[src/rtl/spi_cmd_deserializer_if.sv]
// spi_cmd_deserializer_if: SPI pad bundle between an SPI master and the command deserializer.
interface spi_cmd_deserializer_if;
    logic spi_sclk_in;
    logic spi_cs_n_in;
    logic spi_mosi_in;
    logic spi_miso_out;
    logic spi_miso_oeb;
    modport master(output spi_sclk_in, spi_cs_n_in, spi_mosi_in, input spi_miso_out, spi_miso_oeb);
    modport slave(input spi_sclk_in, spi_cs_n_in, spi_mosi_in, output spi_miso_out, spi_miso_oeb);
endinterface

[src/rtl/spi_cmd_deserializer.sv]
// spi_cmd_deserializer: oversampled SPI mode-0 slave that publishes each 32-bit frame with a stretched strobe.
module spi_cmd_deserializer #(
    parameter int WORD_WIDTH    = 32,
    parameter int SYNC_STAGES   = 2,
    parameter int STROBE_CYCLES = 4
) (
    input  logic                  clock,
    input  logic                  reset_n,
    spi_cmd_deserializer_if.slave spi,
    input  logic [WORD_WIDTH-1:0] status_word,
    output logic [WORD_WIDTH-1:0] spi_data,
    output logic                  spi_data_clock,
    output logic                  frame_error,
    output logic                  overrun
);
    localparam int CNT_W = $clog2(WORD_WIDTH) + 1;
    localparam int PC_W  = $clog2(STROBE_CYCLES) + 1;
    localparam logic [CNT_W-1:0] LAST_M1 = CNT_W'(WORD_WIDTH - 1);
    localparam logic [PC_W-1:0]  PLAST   = PC_W'(STROBE_CYCLES - 1);
    typedef enum logic [1:0] {R_IDLE, R_SHIFT, R_WAIT} rx_state_t;
    typedef enum logic [1:0] {P_IDLE, P_SETUP, P_HIGH, P_LOW} pub_state_t;
    // sclk/cs carry one extra stage past the synchronizer for edge detection
    logic [SYNC_STAGES:0]   sclk_q, sclk_d, cs_q, cs_d;
    logic [SYNC_STAGES-1:0] mosi_q, mosi_d;
    rx_state_t              rx_q, rx_d;
    pub_state_t             pub_q, pub_d;
    logic [CNT_W-1:0]       bit_cnt_q, bit_cnt_d;
    logic [PC_W-1:0]        pub_cnt_q, pub_cnt_d;
    logic [WORD_WIDTH-1:0]  rx_shift_q, rx_shift_d, tx_shift_q, tx_shift_d, data_q, data_d;
    logic                   miso_q, miso_d, oeb_q, oeb_d, bad_q, bad_d;
    logic                   dclk_q, dclk_d, frame_error_q, frame_error_d, overrun_q, overrun_d;
    logic                   sclk_rise, sclk_fall, cs_rise, cs_fall, mosi_s, word_rdy;
    assign sclk_rise = sclk_q[SYNC_STAGES-1] & ~sclk_q[SYNC_STAGES];
    assign sclk_fall = ~sclk_q[SYNC_STAGES-1] & sclk_q[SYNC_STAGES];
    assign cs_rise   = cs_q[SYNC_STAGES-1] & ~cs_q[SYNC_STAGES];
    assign cs_fall   = ~cs_q[SYNC_STAGES-1] & cs_q[SYNC_STAGES];
    assign mosi_s    = mosi_q[SYNC_STAGES-1];
    always_comb begin
        sclk_d        = {sclk_q[SYNC_STAGES-1:0], spi.spi_sclk_in};
        cs_d          = {cs_q[SYNC_STAGES-1:0], spi.spi_cs_n_in};
        mosi_d        = {mosi_q[SYNC_STAGES-2:0], spi.spi_mosi_in};
        rx_d          = rx_q;
        bit_cnt_d     = bit_cnt_q;
        rx_shift_d    = rx_shift_q;
        tx_shift_d    = tx_shift_q;
        miso_d        = miso_q;
        oeb_d         = oeb_q;
        bad_d         = bad_q;
        frame_error_d = 1'b0;
        word_rdy      = 1'b0;
        case (rx_q)
            R_IDLE: if (cs_fall) begin
                bit_cnt_d  = '0;
                bad_d      = 1'b0;
                tx_shift_d = status_word;
                miso_d     = status_word[WORD_WIDTH-1];
                oeb_d      = 1'b0;
                rx_d       = R_SHIFT;
            end
            R_SHIFT: if (cs_rise) begin
                frame_error_d = 1'b1;
                miso_d        = 1'b0;
                oeb_d         = 1'b1;
                rx_d          = R_IDLE;
            end else if (sclk_rise) begin
                rx_shift_d = {rx_shift_q[WORD_WIDTH-2:0], mosi_s};
                bit_cnt_d  = bit_cnt_q + 1'b1;
                if (bit_cnt_q == LAST_M1) begin
                    miso_d = 1'b0;
                    rx_d   = R_WAIT;
                end
            end else if (sclk_fall && bit_cnt_q != '0) begin
                tx_shift_d = tx_shift_q << 1;
                miso_d     = tx_shift_q[WORD_WIDTH-2];
            end
            R_WAIT: if (cs_rise) begin
                word_rdy      = ~bad_q;
                frame_error_d = bad_q;
                oeb_d         = 1'b1;
                rx_d          = R_IDLE;
            end else if (sclk_rise) begin
                bad_d = 1'b1;
            end
            default: rx_d = R_IDLE;
        endcase
        pub_d     = pub_q;
        pub_cnt_d = pub_cnt_q;
        data_d    = data_q;
        dclk_d    = dclk_q;
        overrun_d = word_rdy && pub_q != P_IDLE;
        case (pub_q)
            P_IDLE: if (word_rdy) begin
                data_d = rx_shift_q;
                pub_d  = P_SETUP;
            end
            P_SETUP: begin
                dclk_d    = 1'b1;
                pub_cnt_d = '0;
                pub_d     = P_HIGH;
            end
            P_HIGH: if (pub_cnt_q == PLAST) begin
                dclk_d    = 1'b0;
                pub_cnt_d = '0;
                pub_d     = P_LOW;
            end else begin
                pub_cnt_d = pub_cnt_q + 1'b1;
            end
            P_LOW: if (pub_cnt_q == PLAST) pub_d = P_IDLE;
                   else pub_cnt_d = pub_cnt_q + 1'b1;
            default: pub_d = P_IDLE;
        endcase
    end
    always_ff @(posedge clock or negedge reset_n) begin
        if (!reset_n) begin
            sclk_q        <= '0;
            cs_q          <= '1;
            mosi_q        <= '0;
            rx_q          <= R_IDLE;
            pub_q         <= P_IDLE;
            bit_cnt_q     <= '0;
            pub_cnt_q     <= '0;
            rx_shift_q    <= '0;
            tx_shift_q    <= '0;
            data_q        <= '0;
            miso_q        <= 1'b0;
            oeb_q         <= 1'b1;
            bad_q         <= 1'b0;
            dclk_q        <= 1'b0;
            frame_error_q <= 1'b0;
            overrun_q     <= 1'b0;
        end else begin
            sclk_q        <= sclk_d;
            cs_q          <= cs_d;
            mosi_q        <= mosi_d;
            rx_q          <= rx_d;
            pub_q         <= pub_d;
            bit_cnt_q     <= bit_cnt_d;
            pub_cnt_q     <= pub_cnt_d;
            rx_shift_q    <= rx_shift_d;
            tx_shift_q    <= tx_shift_d;
            data_q        <= data_d;
            miso_q        <= miso_d;
            oeb_q         <= oeb_d;
            bad_q         <= bad_d;
            dclk_q        <= dclk_d;
            frame_error_q <= frame_error_d;
            overrun_q     <= overrun_d;
        end
    end
    assign spi.spi_miso_out = miso_q;
    assign spi.spi_miso_oeb = oeb_q;
    assign spi_data         = data_q;
    assign spi_data_clock   = dclk_q;
    assign frame_error      = frame_error_q;
    assign overrun          = overrun_q;
endmodule

[src/flat_wrapper.sv]
// flat-port wrapper written by rule: the top's interface ports become plain ports
module spi_cmd_deserializer_flat 
#(
    parameter int WORD_WIDTH    = 32,
    parameter int SYNC_STAGES   = 2,
    parameter int STROBE_CYCLES = 4
)
  (clock, reset_n, status_word, spi_data, spi_data_clock, frame_error, overrun, spi_spi_sclk_in, spi_spi_cs_n_in, spi_spi_mosi_in, spi_spi_miso_out, spi_spi_miso_oeb);
  spi_cmd_deserializer_if spi_i ();
  input  logic clock;
  input  logic reset_n;
  input  logic [WORD_WIDTH-1:0] status_word;
  output logic [WORD_WIDTH-1:0] spi_data;
  output logic spi_data_clock;
  output logic frame_error;
  output logic overrun;
  input wire logic [$bits(spi_i.spi_sclk_in)-1:0] spi_spi_sclk_in;
  input wire logic [$bits(spi_i.spi_cs_n_in)-1:0] spi_spi_cs_n_in;
  input wire logic [$bits(spi_i.spi_mosi_in)-1:0] spi_spi_mosi_in;
  output wire logic [$bits(spi_i.spi_miso_out)-1:0] spi_spi_miso_out;
  output wire logic [$bits(spi_i.spi_miso_oeb)-1:0] spi_spi_miso_oeb;
  assign spi_i.spi_sclk_in = spi_spi_sclk_in;
  assign spi_i.spi_cs_n_in = spi_spi_cs_n_in;
  assign spi_i.spi_mosi_in = spi_spi_mosi_in;
  assign spi_spi_miso_out = spi_i.spi_miso_out;
  assign spi_spi_miso_oeb = spi_i.spi_miso_oeb;
  spi_cmd_deserializer #(.WORD_WIDTH(WORD_WIDTH), .SYNC_STAGES(SYNC_STAGES), .STROBE_CYCLES(STROBE_CYCLES)) u_core (.clock(clock), .reset_n(reset_n), .spi(spi_i), .status_word(status_word), .spi_data(spi_data), .spi_data_clock(spi_data_clock), .frame_error(frame_error), .overrun(overrun));
endmodule
[config.mk]
export PLATFORM = sky130hd
export DESIGN_NAME = spi_cmd_deserializer_flat
export DESIGN_NICKNAME = d
export VERILOG_FILES = /design/src/rtl/spi_cmd_deserializer_if.sv /design/src/rtl/spi_cmd_deserializer.sv /design/src/flat_wrapper.sv
export SDC_FILE = /design/constraint.sdc
export NUM_CORES = 1
export LEC_CHECK = 0
export CORE_ASPECT_RATIO = 1.5
export CORE_MARGIN = 2
export CORE_UTILIZATION = 60
export CTS_CLUSTER_SIZE = 14
export DETAILED_ROUTE_END_ITERATION = 6
export DONT_BUFFER_PORTS = 1
export PLACE_DENSITY = 0.76
export SLEW_MARGIN = 20
export SYNTH_ARGS = -nofsm -noshare
export SYNTH_HDL_FRONTEND = slang
export SYNTH_SLANG_ARGS = --single-unit
export TNS_END_PERCENT = 20
[constraint.sdc]
create_clock -name clock -period 3.78 [get_ports clock]
set_clock_uncertainty 0.1 [all_clocks]
set_input_delay 1.134 -clock clock [delete_from_list [all_inputs] [get_ports clock]]
set_output_delay 1.134 -clock clock [all_outputs]
set_load 0.05 [all_outputs]
# Word level (Yosys, flattened, before mapping)
# Cells that the tools add are included.
[classes]
n_addsub = 2
n_mul = 0
div_mod_pow = 0
magnitude_cmp = 0
n_eq_ne = 24
shift = 0
muxes = 41
bitwise_logic = 10
reduce_logical = 23
[op_table]
columns = ["op", "count"]
rows = [
  ["$mux 31", 4],
  ["$pmux 31 s2", 1],
  ["$mux 6", 3],
  ["$ne 2x1->1 const B", 9],
  ["$mux 2", 8],
  ["$reduce_and 4->1", 4],
  ["$mux 1", 14],
  ["$pmux 6 s2", 1],
  ["$pmux 1 s2", 5],
  ["$reduce_bool 2->1", 5],
  ["$pmux 3 s3", 1],
  ["$reduce_and 3->1", 3],
  ["$ne 2x2->1 const B", 4],
  ["$pmux 2 s4", 1],
  ["$add 6x1->6 const B", 1],
  ["$eq 2x2->1 const B", 3],
  ["$eq 6x5->1 const B", 1],
  ["$mux 3", 2],
  ["$ne 3x1->1 const B", 2],
  ["$not 1->1", 6],
  ["$pmux 2 s3", 1],
  ["$reduce_and 2->1", 3],
  ["$reduce_bool 6->1", 1],
  ["$reduce_and 5->1", 1],
  ["other kinds (10)", 16],
]
[totals]
register_bits = 122
latch_bits = 0
mem_bits_rw = 0
rom_bits = 0
in_bits = 37
output_inout_bits = 37
memories = 0

# Depth between registers and ports, before layout
# Gate-level depths: netlist (run 1).
[logic_depth]
word_depth = 7
depth_mapped = 7
ltp_nobuf = 6

# Worst setup path after synthesis (run 1)
# No wires, ideal clock.
[synth_path]
path_kind = "flip-flop to flip-flop"
from = "register u_core.rx_q[1]"
to = "register u_core.tx_shift_q[10]"
arrival_time_ns = 1.877
path_slack_ns = 1.675
stages_incl_launch_ff = 7
path_buffers = 2
cell_sequence = "dfrtp_1 -> inv_1 -> ha_1 -> buf_2 -> clkbuf_1 -> mux2_2 -> mux2_1"
[synth_between]
elab_chain_len = 3
[synth_rtl]
columns = ["item", "line", "source"]
rows = [
  ["from (decl)", "spi_cmd_deserializer.sv:25", "rx_state_t rx_q, rx_d;"],
  ["from (signal assigned)", "spi_cmd_deserializer.sv:135", "rx_q <= rx_d;"],
  ["$eq 2x1->1 or $logic_not 2->1 (tied branches)", "spi_cmd_deserializer.sv:51", "case (rx_q)"],
  ["$ne 2x2->1 (no source line) (tied with other cells)", "-", ""],
  ["$reduce_and 5->1 (no source line)", "-", ""],
  ["to (signal assigned)", "spi_cmd_deserializer.sv:140", "tx_shift_q <= tx_shift_d;"],
  ["to (decl)", "spi_cmd_deserializer.sv:29", "logic [WORD_WIDTH-1:0] rx_shift_q, rx_shift_d, tx_shift_q, tx_shift_d, data_q, data_d;"],
]
# Several ways; a longest one is shown, not always the timed one.
# A chain may end at the register's enable or synchronous reset.

# Worst setup path after layout (run 1)
# Ends and elaborated chain as after synthesis.

==> flow_metrics.env, run 1 <==
export IMPL_worstPathMaxFanout=40
export IMPL_worst_hold_path_endpoint="u_core.cs_q[1]"
export IMPL_critical_path_cell_chain="inv_1, ha_1, buf_4, nand2b_1, and2_1, a21oi_2, buf_4, mux2_1"
export IMPL_wl_per_cell_um=18.2
export IMPL_cts_root_buffer="clkbuf_16"
export IMPL_cp_num_buf_inv=3
export IMPL_die_w_um=81.7
export IMPL_postRouteWirelength_um=9420
export IMPL_crit_path_max_incr_delay_ps=420
export IMPL_cts_hold_repair_buffers=0
export IMPL_critPathSlowestCell="dfrtp_1"
export IMPL_synth_area_leaders="dfrtp_1, mux2_2, mux2_1"
export IMPL_drv_slew=0
export IMPL_syn_inst=388
export IMPL_routed_via_count_divided_by_cell_count=5.81
export IMPL_p_sw_share_pct=26.9
export IMPL_holdCritPathClass="reg -> reg"
export IMPL_ys_warnings_count=0
export IMPL_insertedDiodeCount=0
export IMPL_io_pin_count=74
export IMPL_grtUsageMet1_pct=24.5
export IMPL_finalSetupViolCount=0
export IMPL_tritoncts="yes"
export IMPL_postSynthAreaPerCell_sq_um=14.0
export IMPL_all_layer_global_routing_usage_pct=20.7
export IMPL_postSynth_asyncResetShare_pct=100
export IMPL_post_cts_resized=0
export IMPL_timing_final_ws_setup_ps=1160
export IMPL_reg2regPathDepth=8
export IMPL_fin_tns_setup_ps=0
export IMPL_grt_start_max_net_pins=123
export IMPL_timing_final_crit_share_pct=69.2
export IMPL_final_net_count=444
export IMPL_synth_cell_area_sq_mm=0.00543
export IMPL_synth_area_leader_cell="dfrtp_1"
export IMPL_place_hpwl_um=6030
export IMPL_initialDrtViolationCount=106
export IMPL_globalRouteOverflowTotal=0
export IMPL_intPower_mw=3.17
export IMPL_grt_pass1_wl_um=15400
export IMPL_timing_hold_violations_final=0
export IMPL_place_gp_congestion=0.841
export IMPL_power_frac_clock_pct=39.5
export IMPL_cellLeakagePower_nw=2.90
export IMPL_grt_antenna_before_repair=0
export IMPL_powerDensity_mw_per_mm2=705
export IMPL_final_antenna_net_count=0
export IMPL_cts_buffer_depth=2
export IMPL_grtUsageMet2_pct=33.9
export IMPL_fin_cells=517
export IMPL_met3_usage_pct=7.91
export IMPL_power_sequential_fraction_pct=40.2
export IMPL_worst_r2r_setup_slack_ps=1160
export IMPL_rsz0062_at_grt="no"
export IMPL_cts_sink_count=122
export IMPL_synth_enable_flop_cells=0
export IMPL_cts_buffers_inserted=17
export IMPL_status="complete, no violations"
export IMPL_drt_drc_violations_left=0
export IMPL_numPortBuffers=0
export IMPL_dpl_worst_slack_ps=1170
export IMPL_grt_pass1_vias=3116
export IMPL_clock_tree_htree_level_count=4
export IMPL_proportion_of_netlist_area_held_by_the_largest_area_contributor_pct=54.4
export IMPL_timing_fmax_mhz=382
export IMPL_final_cell_mix="dfrtp_1, mux2_2, mux2_1"
export IMPL_post_route_cells_drive_above_1_share_pct=33.4
export IMPL_insertion_delay_ps=400
export IMPL_combPwrFrac_pct=20.3
export IMPL_gr_max_usage_layer="met2"
export IMPL_placedCellCount=485
export IMPL_timing_final_crit_period_ps=2620
export IMPL_power_switching_mw=1.17
export IMPL_dominantRegCellSynth="dfrtp_1"
export IMPL_route_vias_total=3006
export IMPL_critPathLaunchType="flip-flop"
export IMPL_layout_commonest_cell="dfrtp_1"
export IMPL_max_vdd_ir_drop_v=0.000527
export IMPL_path_common_cell="buf_4"
export IMPL_rr_startpoint="u_core.rx_q[1]"
export IMPL_timing_slew_headroom_pct=35.7
export IMPL_number_of_synthesized_register_bits=122
export IMPL_die_height_um=120
export IMPL_final_cell_area_sq_mm=0.00615
export IMPL_design_die_area_sq_mm=0.00984
export IMPL_postCtsSetupRepairBufs=0
export IMPL_start_util_pct=61.5
export IMPL_flow_area_growth_from_synthesis_pct=13.3
export IMPL_clk_pin_slew_worst_paths_ps=60
export IMPL_worstMarginPinSlew_ps=962
export IMPL_postSynthNetCount=438
export IMPL_drt_first_pass_iters=4
export IMPL_timing_critical_path_required_ps=3970
export IMPL_synth_cell_types=47
export IMPL_max_cap_violations=0
export IMPL_worstReg2RegEnd="u_core.tx_shift_q[10]"
export IMPL_critical_path_top_delay_family="buffers and inverters"
export IMPL_postPlaceCellArea_sq_mm=0.00551
export IMPL_ys_seq_area_share_pct=56.4
export IMPL_core_sq_mm=0.00883
export IMPL_cp_end_kind="flip-flop"
export IMPL_placement_rows=42
export IMPL_worst_setup_path_type="reg -> reg"
export IMPL_worstHoldStart="u_core.cs_q[0]"
export IMPL_cp_arrival_ps=2800
export IMPL_min_delay_path_depth=0
cells in the mapped netlist, types with 2 or more instances:
master	number
o22ai_1	2
nand2_1	10
nor3_1	3
clkbuf_1	4
o41ai_1	2
mux2_1	37
inv_1	15
dfrtp_1	118
buf_2	7
o21ai_0	6
mux2i_1	4
nand3b_1	3
buf_4	4
ha_1	13
nand3_1	5
dfstp_2	4
a221o_1	2
nor2b_1	4
nor2_1	7
buf_1	2
mux2_2	90
a22o_1	3
and2_1	2
a21oi_1	9
nand2b_1	10
worst reg2reg max path, delay by kind of cell (launching register included):
kind / cells / cell delay, ps
buffers and inverters: 3 / 910
flip-flops: 1 / 420
AND/OR/NAND/NOR: 2 / 390
adder cells (fa/ha/maj): 1 / 180
multiplexers: 1 / 390
AO/OA/AOI/OAI: 1 / 120
per-stage QoR:
stage | power [mW] | hold WS [ps] | utilization, %
after CTS | 4.37 | 256 | 69.6
after detailed placement | 2.65 | 252 | 62.4
after floorplan | 2.49 | 231 | -
final | 4.33 | 254 | 69.6
after global routing | 4.55 | 260 | 69.6
after global placement | 2.60 | 234 | 62.4
how the worst max path moves through the flow:
stage,slack (ps),to,cells after the start,start
6_report,1160,u_core.tx_shift_q[10],8,u_core.rx_q[1]
5_1_grt,1020,u_core.tx_shift_q[4],8,u_core.rx_q[1]
4_1_cts,1160,u_core.tx_shift_q[10],8,u_core.rx_q[1]
3_5_place_dp,1170,u_core.tx_shift_q[12],8,u_core.rx_q[1]
3_3_place_gp,1290,u_core.tx_shift_q[10],8,u_core.rx_q[1]
2_1_floorplan,1680,u_core.tx_shift_q[10],6,u_core.rx_q[1]
power by group through the flow:
stage | Sequential (mW) | Combinational [mW] | Clock [mW]
2_1_floorplan | 1.71 | 0.776 | 0
3_3_place_gp | 1.75 | 0.850 | 0
3_5_place_dp | 1.77 | 0.884 | 0
4_1_cts | 1.75 | 0.892 | 1.74
5_1_grt | 1.78 | 0.972 | 1.80
6_report | 1.74 | 0.880 | 1.71
final cells by class:
type / count / area (sq um)
repair buffers: 4 / 30.0
clock buffers: 19 / 443
clock inverters: 13 / 193
multi-input cells: 234 / 2230
fillers: 617 / 2680
flip-flops and latches: 122 / 3060
inverters: 15 / 56.3
well taps: 110 / 138
registers in the layout, summed over array words and instances, names as in the netlist:
register,cells
u_core.spi_data_clock,1
u_core.cs_q,3
u_core.tx_shift_q,31
u_core.pub_q,2
u_core.pub_cnt_q,3
u_core.spi_data,32
u_core.spi.spi_miso_out,1
u_core.bad_q,1
u_core.bit_cnt_q,6
u_core.overrun,1
u_core.sclk_q,3
u_core.mosi_q,2
u_core.rx_q,2
u_core.rx_shift_q,32
u_core.spi.spi_miso_oeb,1
u_core.frame_error,1
cells by family (layout without fill, tap and decap cells):
group,after synthesis,after routing,synth area share [%]
DFF,122,122,56.4
and+or+nand+nor,53,53,5.58
xor gates and xnor gates,1,1,0.161
muxes,131,131,27.1
adders and majority gates,13,13,3.00
buffers and inverters,32,51,2.65
AOI/OAI and AO/OA,36,36,5.17
per-layer routing:
layer,part of all wire (%),vias up
met5,0,-
met4,1.3,0
met3,6.7,13
met2,52,86
met1,40,1507
li1,-,1400
Note: power is estimated with default switching activity, not from simulation.
==> inputs of run 2 (changes only) <==
--- a/config.mk
+++ b/config.mk
@@ -7,11 +7,11 @@
 export LEC_CHECK = 0
 export CORE_ASPECT_RATIO = 1.5
 export CORE_MARGIN = 2
-export CORE_UTILIZATION = 60
+export CORE_UTILIZATION = 57
 export CTS_CLUSTER_SIZE = 14
 export DETAILED_ROUTE_END_ITERATION = 6
 export DONT_BUFFER_PORTS = 1
-export PLACE_DENSITY = 0.76
+export PLACE_DENSITY = 0.75
 export SLEW_MARGIN = 20
 export SYNTH_ARGS = -nofsm -noshare
 export SYNTH_HDL_FRONTEND = slang
==> constraint.sdc (replaced) <==
create_clock -name clock -period 2.1 [get_ports clock]
set_clock_uncertainty 0.1 [all_clocks]
set_input_delay 0.63 -clock clock [delete_from_list [all_inputs] [get_ports clock]]
set_output_delay 0.63 -clock clock [all_outputs]
set_load 0.05 [all_outputs]
==> flow_metrics.env, run 2 (synthesis results as in run 1) <==
export IMPL_grt_pass1_wl_um=15400
export IMPL_status="complete, but fails checks"
export IMPL_route_met2_wl_um=5030
export IMPL_powerDensity_mw_per_mm2=1270
export IMPL_place_hpwl_um=6020
export IMPL_cellLeakagePower_nw=3.00
export IMPL_start_util_pct=58.6
export IMPL_total_of_fill_cells_in_the_finished_design=640
export IMPL_initialDrtViolationCount=200
export IMPL_fin_util_pct=69.3
export IMPL_routed_via_count_divided_by_cell_count=5.79
export IMPL_core_sq_mm=0.00925
export IMPL_cts_buffer_depth=2
export IMPL_globalRouteOverflowTotal=0
export IMPL_final_hold_worst_slack_ps=-180
export IMPL_drt_first_pass_iters=4
export IMPL_worstPathMaxFanout=8
export IMPL_max_cap_violations=0
export IMPL_timing_slew_headroom_pct=59.6
export IMPL_layout_commonest_cell="dfrtp_1"
export IMPL_clock_tree_htree_level_count=4
export IMPL_insertedDiodeCount=0
export IMPL_grt_pass1_vias=3252
export IMPL_cts_buffers_inserted=17
export IMPL_reg2regPathDepth=7
export IMPL_design_die_area_sq_mm=0.0103
export IMPL_cp_end_kind="flip-flop"
export IMPL_worst_setup_path_type="reg -> reg"
export IMPL_flow_area_growth_from_synthesis_pct=18.2
export IMPL_timing_hold_violations_final=119
export IMPL_postPlaceCellArea_sq_mm=0.00564
export IMPL_critPathLaunchType="flip-flop"
export IMPL_routedLengthMet1_um=3600
export IMPL_post_route_cells_drive_above_1_share_pct=37.8
export IMPL_timing_fmax_mhz=484
export IMPL_tritoncts="yes"
export IMPL_postRouteWirelength_um=9540
export IMPL_final_antenna_net_count=0
export IMPL_final_cell_mix="dfrtp_1, mux2_2, mux2_1"
export IMPL_violations="negative hold slack"
export IMPL_placement_rows=43
export IMPL_drv_slew=0
export IMPL_multi_input_comb_area_sq_mm=0.00228
export IMPL_all_layer_global_routing_usage_pct=19.0
export IMPL_clk_pin_slew_worst_paths_ps=50
export IMPL_timing_final_crit_share_pct=98.3
export IMPL_timing_critical_path_required_ps=2280
export IMPL_timing_final_crit_period_ps=2060
export IMPL_io_pin_count=74
export IMPL_drt_drc_violations_left=0
export IMPL_worstMarginPinSlew_ps=599
export IMPL_grt_start_max_net_pins=123
export IMPL_grt_antenna_before_repair=0
export IMPL_cp_arrival_ps=2250
export IMPL_numPortBuffers=0
export IMPL_highest_signal_layer="met4"
export IMPL_wl_per_cell_um=17.8
export IMPL_die_height_um=124
export IMPL_fin_tns_setup_ps=0
export IMPL_area_sequential_sq_mm=0.00306
export IMPL_finalSetupViolCount=0
export IMPL_post_layout_total_power_mw=8.16
export IMPL_route_vias_total=3095
export IMPL_max_vdd_ir_drop_v=0.00104
export IMPL_insertion_delay_ps=410
export IMPL_place_gp_congestion=0.924
export IMPL_met3RoutedLength_um=703
export IMPL_final_net_count=461
export IMPL_die_w_um=83.7
export IMPL_cts_root_buffer="clkbuf_16"
export IMPL_final_cell_area_sq_mm=0.00641
export IMPL_cts_sink_count=122
export IMPL_holdCritPathClass="in -> async"
run 2: changes by cell type in the layout (fill, tap and decap cells not counted), moves of 2 or more:
cell | before | now
buf_12 | 0 | 5
buf_4 | 4 | 12
buf_6 | 0 | 2
clkbuf_16 | 17 | 19
clkinv_4 | 5 | 2
clkinvlp_4 | 2 | 4
dfrtp_1 | 118 | 116
dfrtp_2 | 0 | 2
ha_1 | 13 | 11
ha_4 | 0 | 2
inv_6 | 1 | 3
run 2: report_power, final:
| part | switching (mW) | internal (mW) | total (mW) |
|---|---|---|---|
| logic | 0.842 | 1.21 | 2.05 |
| registers | 0.329 | 2.81 | 3.14 |
| clock network | 1.03 | 1.93 | 2.97 |
| total | 2.20 | 5.95 | 8.16 |
run 2: through the flow:
stage	hold slack [ps]	instances	worst slack (ps)
detailed placement	237	497	21.3
global route	-201	535	-3.22
floorplan	231	388	-4.71
global placement	236	497	20.4
finish	-180	535	35.8
CTS	-201	528	1.43
run 2: final timing paths:
check                                    startpoint                     to  slack [ps]
worst max-delay path            u_core.bit_cnt_q[1]  u_core.tx_shift_q[19]          40
worst min-delay path                        reset_n    u_core.pub_cnt_q[0]        -180
worst max register to register  u_core.bit_cnt_q[1]  u_core.tx_shift_q[19]          40
worst min register to register     u_core.sclk_q[0]       u_core.sclk_q[1]         250
max in group asynchronous                   reset_n         u_core.cs_q[2]        1790
min in group clock                  spi_spi_cs_n_in         u_core.cs_q[0]         120
run 2: critical path, cell delays in order (launching register included):
cell       delay (ps)
dfrtp_1           410
inv_1             110
ha_1              210
a211o_1           320
a21oi_4           180
buf_12            140
clkbuf_16         150
mux2_1            320
run 2: area by class of cell:
type	instances	area share (%)
inverter	15	0.878
clock inverter	12	2.56
sequential	122	47.7
multi-input combinational	234	35.5
clock buffer	19	7.06
tap	112	2.19
timing repair buffer	21	4.10
run 2: metal layers:
metal	vias to the layer above	GRT usage, %
met2	98	31.3
met5	-	0
met1	1550	20.8
met4	0	9.27
met3	14	8.88
li1	1433	-
run 2: repair_timing:
| action | CTS | global route |
|---|---|---|
| setup buffers | 0 | 4 |
| endpoints found under the setup margin | 0 | 33 |
| gates resized for setup | 0 | 11 |
| hold endpoints to repair | 122 | 122 |
==> inputs of run 3 (changes only) <==
--- a/config.mk
+++ b/config.mk
@@ -5,13 +5,15 @@
 export SDC_FILE = /design/constraint.sdc
 export NUM_CORES = 1
 export LEC_CHECK = 0
+export ABC_AREA = 1
 export CORE_ASPECT_RATIO = 1.5
-export CORE_MARGIN = 2
+export CORE_MARGIN = 1.5
 export CORE_UTILIZATION = 57
 export CTS_CLUSTER_SIZE = 14
 export DETAILED_ROUTE_END_ITERATION = 6
 export DONT_BUFFER_PORTS = 1
 export PLACE_DENSITY = 0.75
+export RECOVER_POWER = 25
 export SLEW_MARGIN = 20
 export SYNTH_ARGS = -nofsm -noshare
 export SYNTH_HDL_FRONTEND = slang
==> flow_metrics.env, run 3 <==
export IMPL_grt_pass1_wl_um=18400
export IMPL_post_route_cells_drive_above_1_share_pct=11.3
export IMPL_status="complete, but fails checks"
export IMPL_place_gp_congestion=0.826
export IMPL_globalRouteOverflowTotal=0
export IMPL_worst_setup_path_type="reg -> reg"
export IMPL_cts_sink_count=122
export IMPL_insertedDiodeCount=0
export IMPL_tritoncts="yes"
export IMPL_final_antenna_net_count=0
export IMPL_place_hpwl_um=6840
export IMPL_cts_root_buffer="clkbuf_16"
export IMPL_timing_final_crit_period_ps=1920
export IMPL_dominant_cell_by_count_in_the_synthesized_netlist="nand2_1"
export IMPL_routed_via_count_divided_by_cell_count=5.37
export IMPL_ys_seq_area_share_pct=55.3
export IMPL_grt_antenna_before_repair=0
export IMPL_insertion_delay_ps=410
export IMPL_cp_num_buf_inv=3
export IMPL_finalSetupViolCount=0
export IMPL_drt_first_pass_iters=5
export IMPL_critPathSlowestCell="dfrtp_1"
export IMPL_start_util_pct=59.0
export IMPL_final_net_count=692
export IMPL_postRouteWirelength_um=10700
export IMPL_worstMarginPinSlew_ps=562
export IMPL_synth_enable_flop_cells=0
export IMPL_cellLeakagePower_nw=3.07
export IMPL_numPortBuffers=0
export IMPL_fin_util_pct=66.3
export IMPL_wl_per_cell_um=14.0
export IMPL_timing_critical_path_required_ps=2350
export IMPL_ys_warnings_count=0
export IMPL_all_layer_global_routing_usage_pct=22.3
export IMPL_powerDensity_mw_per_mm2=1360
export IMPL_area_sequential_sq_mm=0.00306
export IMPL_post_cts_resized=0
export IMPL_postSynthAreaPerCell_sq_um=8.57
export IMPL_io_pin_count=74
export IMPL_timing_hold_violations_final=119
export IMPL_holdCritPathClass="in -> async"
export IMPL_timing_fmax_mhz=522
export IMPL_placement_rows=43
export IMPL_route_vias_total=4117
export IMPL_timing_slew_headroom_pct=62.1
export IMPL_critPathLaunchType="flip-flop"
export IMPL_synth_cell_types=23
export IMPL_dominantRegCellSynth="dfrtp_1"
export IMPL_postSynth_asyncResetShare_pct=100
export IMPL_critical_path_top_delay_family="buffers and inverters"
export IMPL_die_w_um=83.4
export IMPL_crit_path_max_incr_delay_ps=390
export IMPL_design_die_area_sq_mm=0.0103
export IMPL_fin_cells=767
export IMPL_synth_cell_area_sq_mm=0.00553
export IMPL_synth_commonest_cells="nand2_1, dfrtp_1, inv_1, o21ai_0, nand4_1"
export IMPL_clock_tree_htree_level_count=4
export IMPL_cp_arrival_ps=2160
export IMPL_cp_end_kind="flip-flop"
export IMPL_syn_inst=645
export IMPL_max_vdd_ir_drop_v=0.000846
export IMPL_number_of_synthesized_register_bits=122
export IMPL_final_hold_worst_slack_ps=-175
export IMPL_critical_path_cell_chain="inv_1, ha_1, inv_2, o21ai_2, buf_4, nand4_1, nand2_1"
export IMPL_worstPathMaxFanout=31
export IMPL_timing_final_crit_share_pct=91.2
export IMPL_violations="negative hold slack"
export IMPL_die_height_um=124
export IMPL_core_sq_mm=0.00936
export IMPL_post_layout_total_power_mw=8.46
export IMPL_clk_pin_slew_worst_paths_ps=60
export IMPL_postSynthNetCount=695
export IMPL_multi_input_comb_area_sq_mm=0.00207
export IMPL_layout_commonest_cell="nand2_1"
export IMPL_cts_buffers_inserted=17
export IMPL_synth_area_leader_cell="dfrtp_1"
export IMPL_grt_start_max_net_pins=123
export IMPL_rsz0062_at_grt="no"
export IMPL_grt_pass1_vias=4169
export IMPL_drv_slew=0
export IMPL_drt_drc_violations_left=0
export IMPL_flow_area_growth_from_synthesis_pct=12.3
export IMPL_fin_tns_setup_ps=0
export IMPL_synth_area_leaders="dfrtp_1, nand2_1, o21ai_0"
export IMPL_max_cap_violations=0
export IMPL_final_cell_mix="nand2_1, dfrtp_1, inv_1"
export IMPL_cts_buffer_depth=2
export IMPL_total_of_fill_cells_in_the_finished_design=784
export IMPL_proportion_of_netlist_area_held_by_the_largest_area_contributor_pct=53.4
export IMPL_initialDrtViolationCount=204
export IMPL_postCtsSetupRepairBufs=0
export IMPL_placedCellCount=735
[run 3: routing by layer]
layer	vias to the layer above	wire length (um)	global-route usage, %	share of wire, %
met4	0	118	9.58	1.1
met3	9	683	7.09	6.4
met2	111	5610	38.6	52
li1	2042	-	-	-
met5	-	0	0	0
met1	1955	4300	25.8	40
[run 3: path summary, 6_finish.rpt]
kind	startpoint	to	slack, ps	cells past startpoint
worst max-delay path	u_core.rx_q[1]	u_core.tx_shift_q[3]	180	7
worst min-delay path	reset_n	u_core.tx_shift_q[16]	-180	0
worst max register to register	u_core.rx_q[1]	u_core.tx_shift_q[3]	180	7
worst min register to register	u_core.cs_q[0]	u_core.cs_q[1]	260	0
max in group asynchronous	reset_n	u_core.cs_q[0]	1860	0
min in group clock	spi_spi_cs_n_in	u_core.cs_q[0]	120	0
[run 3: cell families (layout without fill, tap and decap cells)]
| group | after synthesis | count (layout) | synth area share (%) |
|---|---|---|---|
| fa+ha+maj | 13 | 13 | 2.94 |
| xor+xnor | 3 | 3 | 0.475 |
| buf+inv | 90 | 100 | 7.38 |
| flops | 122 | 122 | 55.3 |
| simple gates | 334 | 334 | 24.9 |
| compound gates | 83 | 83 | 8.94 |
[run 3: power by group]
group	total, mW	leakage, nW	switching [mW]	internal (mW)
Sequential	3.26	1.61	0.429	2.83
Clock	2.97	0.293	1.01	1.96
Combinational	2.23	1.17	1.51	0.716
Total	8.46	3.07	2.95	5.51
[run 3: worst register-to-register path, delay by kind of cell (launching register included)]
family,cells,cell delay [ps]
AND/OR/NAND/NOR,2,260
flip-flops,1,390
AO/OA/AOI/OAI,1,190
adder cells (fa/ha/maj),1,360
buffers and inverters,3,560
[run 3: per-stage QoR]
step | worst slack, ps | cell area (sq um)
after floorplan | 497 | 5530
after global placement | 307 | 5600
after detailed placement | 218 | 5600
after CTS | 188 | 6210
after global routing | 55.4 | 6210
final | 185 | 6210
[run 3: cell type report]
class	instances	area share, %
clock inverters	10	2.26
repair buffers	10	1.81
multi-input cells	433	33.3
flip-flops and latches	122	49.2
clock buffers	22	7.64
well taps	112	2.26
inverters	58	3.51
